==> src/rtl/timer_peripheral_pkg.sv <==
// Shared timer definitions: register offsets and TCON bit positions.
// Latency: n/a (constants and types only).
// Backpressure: n/a.
package timer_peripheral_pkg;

  // Byte offsets of the timer registers relative to the block base address.
  localparam logic [3:0] TIMER_TH      = 4'h0;
  localparam logic [3:0] TIMER_TL      = 4'h4;
  localparam logic [3:0] TIMER_TCON    = 4'h8;
  localparam logic [3:0] TIMER_SYSTICK = 4'hC;

  // TCON bit indices; the CPU exception logic uses these too.
  localparam int TCON_EN = 0;
  localparam int TCON_IE = 1;
  localparam int TCON_IS = 2;

  typedef enum logic [1:0] {
    SEL_TH      = 2'd0,
    SEL_TL      = 2'd1,
    SEL_TCON    = 2'd2,
    SEL_SYSTICK = 2'd3
  } timerSel_t;

endpackage

==> src/rtl/timer_peripheral_prescaler.sv <==
// Mod-PRESCALE enable divider; tick marks the enabled cycle on which it wraps.
// Latency: tick is combinational from the current count and en.
// Backpressure: none; counts only while en=1, clr forces the count to 0.
// Ports: clk, reset (async active-low), en (count enable), clr (sync clear), tick (wrap strobe).
module timer_peripheral_prescaler #(
  parameter int PRESCALE = 1
) (
  input  logic clk,
  input  logic reset,
  input  logic en,
  input  logic clr,
  output logic tick
);

  localparam int CW = (PRESCALE > 1) ? $clog2(PRESCALE) : 1;
  localparam logic [CW-1:0] LAST = CW'(PRESCALE - 1);

  logic [CW-1:0] count;

  // With PRESCALE==1 LAST is 0 and count never leaves 0, so tick == en.
  assign tick = en && (count == LAST);

  always_ff @(posedge clk or negedge reset) begin
    if (!reset) begin
      count <= '0;
    end else if (clr) begin
      count <= '0;
    end else if (en) begin
      count <= tick ? '0 : count + CW'(1);
    end
  end

endmodule

==> src/rtl/timer_peripheral.sv <==
// Memory-mapped timer (TH reload, TL counter, TCON control/status, SYSTICK) with level interrupt.
// Latency: reads are combinational in the MemRead cycle; writes land on the next clk rising edge.
// Backpressure: none; every access completes in its own cycle.
// Ports: clk, reset (async active-low), memaddr/memwdata/MemRead/MemWrite (MEM-stage bus),
//        memrdata (read data, 0 when not hit), hit (address decode), intterupt (level, = TCON.IS).
module timer_peripheral
  import timer_peripheral_pkg::*;
#(
  parameter logic [31:0] BASE_ADDR = 32'h4000_0000,
  parameter int          PRESCALE  = 1
) (
  input  logic        clk,
  input  logic        reset,
  input  logic [31:0] memaddr,
  input  logic [31:0] memwdata,
  input  logic        MemRead,
  input  logic        MemWrite,
  output logic [31:0] memrdata,
  output logic        hit,
  output logic        intterupt
);

  logic [31:0] th;
  logic [31:0] tl;
  logic [31:0] systick;
  logic        en;
  logic        ie;
  logic        is;
  logic [31:0] tconVal;
  logic        tick;
  logic        overflow;
  logic        wrTh;
  logic        wrTl;
  logic        wrTcon;
  timerSel_t   sel;

  assign hit = (MemRead || MemWrite)
            && (memaddr[31:4] == BASE_ADDR[31:4])
            && (memaddr[1:0] == 2'b00);

  always_comb begin
    sel = SEL_TH;
    case (memaddr[3:0])
      TIMER_TH:      sel = SEL_TH;
      TIMER_TL:      sel = SEL_TL;
      TIMER_TCON:    sel = SEL_TCON;
      TIMER_SYSTICK: sel = SEL_SYSTICK;
      default:       sel = SEL_TH;
    endcase
  end

  assign wrTh   = MemWrite && hit && (sel == SEL_TH);
  assign wrTl   = MemWrite && hit && (sel == SEL_TL);
  assign wrTcon = MemWrite && hit && (sel == SEL_TCON);

  // The prescaler sees the pre-edge EN, so a TCON write that disables the
  // timer still lets a coinciding tick through.
  timer_peripheral_prescaler #(
    .PRESCALE(PRESCALE)
  ) u_prescaler (
    .clk  (clk),
    .reset(reset),
    .en   (en),
    .clr  (wrTcon && !memwdata[TCON_EN]),
    .tick (tick)
  );

  // A CPU write to TL suppresses both the increment and the overflow.
  assign overflow = tick && !wrTl && (tl == 32'hFFFF_FFFF);

  always_ff @(posedge clk or negedge reset) begin
    if (!reset) begin
      th      <= '0;
      tl      <= '0;
      systick <= '0;
      en      <= 1'b0;
      ie      <= 1'b0;
      is      <= 1'b0;
    end else begin
      systick <= systick + 32'd1;
      if (wrTh) th <= memwdata;
      // Reload takes th's pre-edge value even if th is written this cycle.
      if (wrTl) begin
        tl <= memwdata;
      end else if (tick) begin
        tl <= overflow ? th : tl + 32'd1;
      end
      if (wrTcon) begin
        en <= memwdata[TCON_EN];
        ie <= memwdata[TCON_IE];
      end
      // Set beats clear so an overflow racing a software clear is not lost;
      // software can only clear IS, never set it.
      if (overflow && ie) begin
        is <= 1'b1;
      end else if (wrTcon) begin
        is <= is & memwdata[TCON_IS];
      end
    end
  end

  assign intterupt = is;

  always_comb begin
    tconVal          = '0;
    tconVal[TCON_EN] = en;
    tconVal[TCON_IE] = ie;
    tconVal[TCON_IS] = is;
  end

  always_comb begin
    memrdata = '0;
    if (reset && MemRead && hit) begin
      case (sel)
        SEL_TH:      memrdata = th;
        SEL_TL:      memrdata = tl;
        SEL_TCON:    memrdata = tconVal;
        SEL_SYSTICK: memrdata = systick;
        default:     memrdata = '0;
      endcase
    end
  end

endmodule

==> config.mk <==
export PLATFORM = sky130hd
export DESIGN_NAME = timer_peripheral
export DESIGN_NICKNAME = d
export VERILOG_FILES = /design/src/rtl/timer_peripheral_pkg.sv /design/src/rtl/timer_peripheral_prescaler.sv /design/src/rtl/timer_peripheral.sv
export SDC_FILE = /design/constraint.sdc
export NUM_CORES = 1
export LEC_CHECK = 0
export CAP_MARGIN = 30
export CORE_MARGIN = 3
export CORE_UTILIZATION = 54
export DETAILED_ROUTE_END_ITERATION = 8
export PLACE_DENSITY = 0.91
export SYNTH_ARGS = -nofsm -noshare
export SYNTH_HDL_FRONTEND = slang
export SYNTH_SLANG_ARGS = --single-unit
==> constraint.sdc <==
create_clock -name clk -period 3.5 [get_ports clk]
set_input_delay 1.05 -clock clk [delete_from_list [all_inputs] [get_ports clk]]
set_output_delay 1.05 -clock clk [all_outputs]
set_load 0.01 [all_outputs]
==> results.cfg <==
[synthesis]
synth_edf_count = 0
synthDistinctLibCells = 54
syn-num-nets = 677
postSynthCellCount = 607
async_reset_ff_share_pct = 100
synth_seq_cells = 100
yosysWarnings = 0
ys_top_cells_by_count = dfrtp_1, nor2_1, nand2_1
post-synth-top-area-fraction_pct = 42.9
synth_area_leaders = dfrtp_1, mux2_1, a222oi_1
synth.most_common_cell = dfrtp_1
synth_top_area_cell = dfrtp_1
synth_area_um2 = 5830
synth-seq-area-share_pct = 42.9
avgSynthCellArea_um2 = 9.60
synth_ff_type = dfrtp_1

[routing]
drc = 0
routedWlPerCell_um = 23.6
vias = 6086
drt-total-wl_um = 20600
ant_nets = 0
drt_iter0_drc = 1123
vias_per_cell = 6.97
dr.pass1.iters = 9

[floorplanning]
die_y_um = 110
rows = 37
start_util_pct = 56.0
die_w_um = 110
core-area_um2 = 10400
ioPinCount = 102
die_area_um2 = 12100

[sta]
clock.fmax_mhz = 265
fin_skew_ns = 0.0205
slew_headroom_pct = 27.6
finalMaxSlewViolations = 0
worst_slack_ns = -0.268
grt_setup_unrepaired = true
setup_viol = 32
whs_ns = 0.502
finalCritPeriodShare_pct = 108
hold_violations = 0
min_period_ns = 3.77
worst_pin_slew_ns = 1.08

[power]
intPower_mw = 1.65
finalPower_mw = 2.17
power_frac_clock_pct = 39.5
swShare_pct = 24.1
power_switching_mw = 0.523
cellPowerDensity_nw_per_um2 = 278
leakage_nw = 3.38
ir_worst_vdd_mv = 0.232
seqPwrFrac_pct = 53.2
comb_power_share_pct = 7.4

[layout]
instances_no_fill = 873
ff_latch_area_um2 = 2500
multi_input_area_um2 = 3370
fin_util_pct = 75.0
drive_above_1_share_pct = 22.4
area_growth_pct = 34.1
fin_nets = 802
n_antenna_cell = 0
fill_cells = 650

[setup_path]
setup.worst_path.end_class = output port
critPathMaxFanout = 7
r2r-start = tl[1]$_DFFE_PN0P_
start_kind = input pin
crit_path_start = memaddr[16]
cpMaxStageDelayCell = or4_4
slowest_delay_ns = 0.53
cp_top_family = simple AND/OR/NAND/NOR gates
arrival_ns = 2.72
path_class = input pin to output port
cp.depth = 9
cp_num_buf_inv = 4
cp_data_required_time_ns = 2.45
worst-r2r-cell-count = 7
cp_cell_sequence = buf_2 > or4_4 > nor2_4 > and3_4 > nand3_4 > buf_12 > buf_6 > nor2_4 > buf_6

[outcome]
violations = negative setup slack
status = complete, but fails checks

[placement]
gp_congestion = 0.944
dp_hpwl_um = 13200
io_buffers = 101
place_inst = 847

[clock_network]
cts_buffer_depth = 2
cts_root_buffer = clkbuf_8
insertion_delay_ns = 0.38
cts_num_sinks = 100
clkTransAtPathRegs_ns = 0.10
tritoncts = done
cts-buffers-inserted = 9
htree_levels = 3
cts_hold_buffers = 0

[global_route]
use_met3_pct = 7.81
use_met2_pct = 53.7
overflow = 0
grt_use_total_pct = 33.5
grt_pass1_vias = 6168
antenna_found_initial = 0
grt.busiest_layer = met2
grt_pass1_wl_um = 31200
grt_max_degree = 60
use_met1_pct = 42.4

[hold_path]
hold_class = flip-flop to flip-flop
worstHoldPathCells = 1
min_from = systick[31]$_DFF_PN0_

[job]
max_cap_violations = 0
## sequential cells by signal, summed over array words and instances, names as in the netlist
name,count
u_prescaler.count,1
systick,32
ie,1
th,32
intterupt,1
tl,32
en,1
## layout by cell type, fill, tap and decap left out, drive strengths merged, types with 7 or more instances in the layout
cell type	count
dfrtp	100
buf	86
nor2	59
nand2	50
nand3	36
clkdlybuf4s50	35
mux2	35
a222oi	29
xnor2	24
a21oi	21
clkbuf	18
mux2i	17
xor2	16
and3	16
inv	16
dlygate4sd2	15
nor3	15
nand4	14
nor4	14
and4	12
o21ai	11
and2	10
clkdlybuf4s15	10
o31ai	9
a31oi	8
o211ai	7
## power groups by stage
stage,logic (mW),registers (mW),clock network [mW]
3_3_place_gp,0.156,1.18,0
2_1_floorplan,0.0248,1.18,0
3_5_place_dp,0.160,1.18,0
5_1_grt,0.171,1.15,0.896
4_1_cts,0.154,1.15,0.849
6_report,0.160,1.15,0.857
## worst paths after layout
path                                              end  slack [ns]
worst max register to register      tl[6]$_DFFE_PN0P_        0.47
worst max-delay path                      memrdata[9]       -0.27
min in group asynchronous          tl[25]$_DFFE_PN0P_        0.78
worst min register to register  systick[31]$_DFF_PN0_        0.50
worst min-delay path            systick[31]$_DFF_PN0_        0.50
max in group asynchronous       systick[14]$_DFF_PN0_        1.56
## final cells by class
| class | instances | area share (%) |
|---|---|---|
| clock buffers | 10 | 1.63 |
| clock inverters | 6 | 1.22 |
| inverters | 14 | 0.672 |
| multi-input cells | 453 | 43.1 |
| flip-flops and latches | 100 | 32.0 |
| well taps | 136 | 2.18 |
| repair buffers | 154 | 19.1 |
## stage by stage
stage / TNS (ns) / cell area [um2] / worst slack [ns]
6_report: -6.13 / 7820 / -0.268
5_1_grt: -7.74 / 7820 / -0.321
4_1_cts: -6.88 / 7680 / -0.259
3_5_place_dp: -29.20 / 7330 / -0.949
3_3_place_gp: -27.71 / 7330 / -0.869
2_1_floorplan: -0.708 / 5920 / -0.0233
## metal layers
metal	wire, um	vias up
li1	-	2540
met1	7260	2895
met2	9690	537
met3	2630	114
met4	995	0
met5	0	-
## kinds of logic (layout without fill, tap and decap cells)
logic type / after synthesis / in the layout / share of synthesized area (%)
fa+ha+maj: 2 / 2 / 0.429
simple gates: 241 / 241 / 21.2
xor+xnor: 40 / 40 / 6.01
buf+inv: 54 / 184 / 3.91
flops: 100 / 100 / 42.9
mux: 52 / 52 / 9.68
compound gates: 118 / 118 / 15.9
## what timing repair did
| action | 4_1_cts | 5_1_grt |
|---|---|---|
| setup endpoints to repair | 33 | 33 |
| gates cloned | 1 | 1 |
| gates resized for setup | 180 | 75 |
| pin swaps | 23 | 21 |
| buffers inserted | 8 | 3 |
(Power assumes the default switching activity.)
==> variant (same settings) <==
Register the inputs `memaddr`, `memwdata`, `MemRead` and `MemWrite` before use, cleared by the reset. The logic sees them one clock later. Comments in the files are not updated.
--- a/src/rtl/timer_peripheral.sv
+++ b/src/rtl/timer_peripheral.sv
@@ -22,2 +22,21 @@
 
+  logic [31:0] memaddr_q;
+  logic [31:0] memwdata_q;
+  logic MemRead_q;
+  logic MemWrite_q;
+
+  always_ff @(posedge clk or negedge reset) begin
+    if (!reset) begin
+      memaddr_q  <= '0;
+      memwdata_q <= '0;
+      MemRead_q  <= '0;
+      MemWrite_q <= '0;
+    end else begin
+      memaddr_q  <= memaddr;
+      memwdata_q <= memwdata;
+      MemRead_q  <= MemRead;
+      MemWrite_q <= MemWrite;
+    end
+  end
+
   logic [31:0] th;
@@ -36,5 +55,5 @@
 
-  assign hit = (MemRead || MemWrite)
-            && (memaddr[31:4] == BASE_ADDR[31:4])
-            && (memaddr[1:0] == 2'b00);
+  assign hit = (MemRead_q || MemWrite_q)
+            && (memaddr_q[31:4] == BASE_ADDR[31:4])
+            && (memaddr_q[1:0] == 2'b00);
 
@@ -42,3 +61,3 @@
     sel = SEL_TH;
-    case (memaddr[3:0])
+    case (memaddr_q[3:0])
       TIMER_TH:      sel = SEL_TH;
@@ -51,5 +70,5 @@
 
-  assign wrTh   = MemWrite && hit && (sel == SEL_TH);
-  assign wrTl   = MemWrite && hit && (sel == SEL_TL);
-  assign wrTcon = MemWrite && hit && (sel == SEL_TCON);
+  assign wrTh   = MemWrite_q && hit && (sel == SEL_TH);
+  assign wrTl   = MemWrite_q && hit && (sel == SEL_TL);
+  assign wrTcon = MemWrite_q && hit && (sel == SEL_TCON);
 
@@ -63,3 +82,3 @@
     .en   (en),
-    .clr  (wrTcon && !memwdata[TCON_EN]),
+    .clr  (wrTcon && !memwdata_q[TCON_EN]),
     .tick (tick)
@@ -80,6 +99,6 @@
       systick <= systick + 32'd1;
-      if (wrTh) th <= memwdata;
+      if (wrTh) th <= memwdata_q;
       // Reload takes th's pre-edge value even if th is written this cycle.
       if (wrTl) begin
-        tl <= memwdata;
+        tl <= memwdata_q;
       end else if (tick) begin
@@ -88,4 +107,4 @@
       if (wrTcon) begin
-        en <= memwdata[TCON_EN];
-        ie <= memwdata[TCON_IE];
+        en <= memwdata_q[TCON_EN];
+        ie <= memwdata_q[TCON_IE];
       end
@@ -96,3 +115,3 @@
       end else if (wrTcon) begin
-        is <= is & memwdata[TCON_IS];
+        is <= is & memwdata_q[TCON_IS];
       end
@@ -112,3 +131,3 @@
     memrdata = '0;
-    if (reset && MemRead && hit) begin
+    if (reset && MemRead_q && hit) begin
       case (sel)
Formal check against the unedited RTL: not equivalent (a bounded check fails within 4 cycles, from zero or initial values and one cycle with reset low).
==> variant against the unedited design <==
Fmax grew 9.9%. Area after synthesis is 34% higher. Sequential cell count is 66 higher. Worst setup slack improved by 340 ps. First-iteration DRC count shrank 13%. Clock skew fell by 12 ps. Core utilization shrank 6.8 points. Power increased by 81%. Non-clock buffer count shrank 33. Final area up 22%. Routed wire length shrank 1.2%.
==> variant: results (changes against the unedited design) <==
hp-class: "reg2reg"  # unchanged
cp_max_fo: 17  # was 7
grt_max_degree: 167  # was 60
r2r_cells: 6  # was 7
slew_headroom_pct: 34.80  # was 27.62%
syn_nets: 775  # was 677
antenna_cells: 0  # unchanged
cts_buffer_depth: 2  # unchanged
synth_top_cells_by_count: "166 x dfrtp_1, 68 x nor2_1, 63 x mux2_2, 52 x nand2_1, 39 x nand3_1"  # was 100 x dfrtp_1, 59 x nor2_1, 50 x nand2_1, 34 x nand3_1, 30 x mux2_1
htree_num_levels: 4  # was 3
tritoncts.num_buffers: 17  # was 9
synthMuxAreaShare_pct: 10.27  # was 9.680%
fillerInstances: 998  # was 650
wl_per_cell_um: 20.41  # was 23.56 um
fin_cells: 996  # was 873
p_sw_w: 0.0009399  # was 0.0005233 W
powerClk_w: 0.00180  # was 0.000857 W
cts.clk_slew.worst_paths_ps: 70  # was 100 ps
slowest_delay_ps: 510  # was 530 ps
yosysWarnings: 0  # unchanged
dp_hpwl_mm: 13.24  # was 13.25 mm
groute.usage.overall_pct: 26.58  # was 33.54%
drt-initial-drc-count: 977  # was 1123
synth_xor_area_share_pct: 4.155  # was 6.010%
power_leakage_nw: 4.198  # was 3.378 nW
insertion_delay_ps: 430  # was 380 ps
worstPathArrival_ps: 2380  # was 2720 ps
pre_cts_ws_ps: 91.28  # was -948.7 ps
drt_first_pass_iters: 6  # was 9
portBuffers: 101  # unchanged
num_vias: 6242  # was 6086
fin_skew_ps: 8.753  # was 20.53 ps
ys_types: 66  # was 54
synth_compound_area_share_pct: 11.26  # was 15.86%
comb_cell_power_w: 0.000159
gp_congestion: 0.8809  # was 0.9438
min_path_cells: 1  # unchanged
dp_cells: 963  # was 847
synth_area_leaders: "dfrtp_1 53%, mux2_2 9.1%, nor2_1 3.3%"  # was dfrtp_1 43%, mux2_1 5.8%, a222oi_1 5.0%
setup_viol: 0  # was 32
antenna_found_initial: 0  # unchanged
cts_root_buf: "clkbuf_16"  # was clkbuf_8
place_area_um2: 8979  # was 7326 um2
layout.nets: 873  # was 802
pwr_density_cell_nw_per_um2: 412.7  # was 277.9 nW/um2
grt_pass1_wl_mm: 33.49  # was 31.24 mm
async_reset_ff_share_pct: 100.0  # unchanged
finalInstanceArea_um2: 9543  # was 7815 um2
final_layout_size_suffix_gt1_share_pct: 17.52  # was 22.39%
crit_slowest_cell: "or4_1"  # was or4_4
synth_cells: 705  # was 607
status: "finished clean"  # was complete, but fails checks
yosysSeqAreaShare_pct: 53.26  # was 42.93%
ir_drop_mv: 0.5137  # was 0.2323 mV
grt_pass1_vias: 6390  # was 6168
synthAdderAreaFrac_pct: 0.3208  # was 0.4293%
## variant: cell count changes in the layout (fill, tap and decap cells not counted), moves of 25 or more
| cell | change |
|---|---|
| clkdlybuf4s50_1 | +33 |
| nor2_1 | +41 |
| a22oi_1 | +30 |
| a222oi_1 | -29 |
| buf_6 | -25 |
| dfrtp_1 | +66 |
| mux2_1 | -29 |
| mux2_2 | +58 |
## variant: worst paths after layout
kind / from / end / slack [ps]
max: memaddr_q[16]$_DFF_PN0_ / memrdata[3] / 70
min: systick[31]$_DFF_PN0_ / systick[31]$_DFF_PN0_ / 480
max reg2reg: tl[7]$_DFFE_PN0P_ / tl[4]$_DFFE_PN0P_ / 810
min reg2reg: systick[31]$_DFF_PN0_ / systick[31]$_DFF_PN0_ / 480
max in group asynchronous: reset / systick[31]$_DFF_PN0_ / 1980
min in group asynchronous: reset / tl[7]$_DFFE_PN0P_ / 770
## variant: area by class of cell
cell class	instances	area share [%]
Clock buffer	18	4.602
Clock inverter	14	1.337
Inverter	10	0.3933
Multi-Input combinational cell	487	35.65
Sequential cell	166	43.53
Tap cell	180	2.360
Timing Repair Buffer	121	12.13
## variant: worst max-delay path: cells and delay by family (launching register included)
kind	cells	cell delay (ps)
buffers and inverters	2	440
DFF	1	380
and+or+nand+nor	5	1120
## variant: repair_timing
| action | CTS | global route |
|---|---|---|
| pin swaps | 0 | 1 |
| buffers inserted | 0 | 1 |
| endpoints found under the hold margin | 0 | 0 |
| endpoints found under the setup margin | 32 | 33 |
| gates resized for setup | 39 | 9 |
## variant: per-layer routing
layer / wire, um / global-route usage [%]
met1: 8158 / 36.15
met4: 510 / 8.833
met5: 0 / 0
met3: 1993 / 7.125
met2: 9662 / 41.85
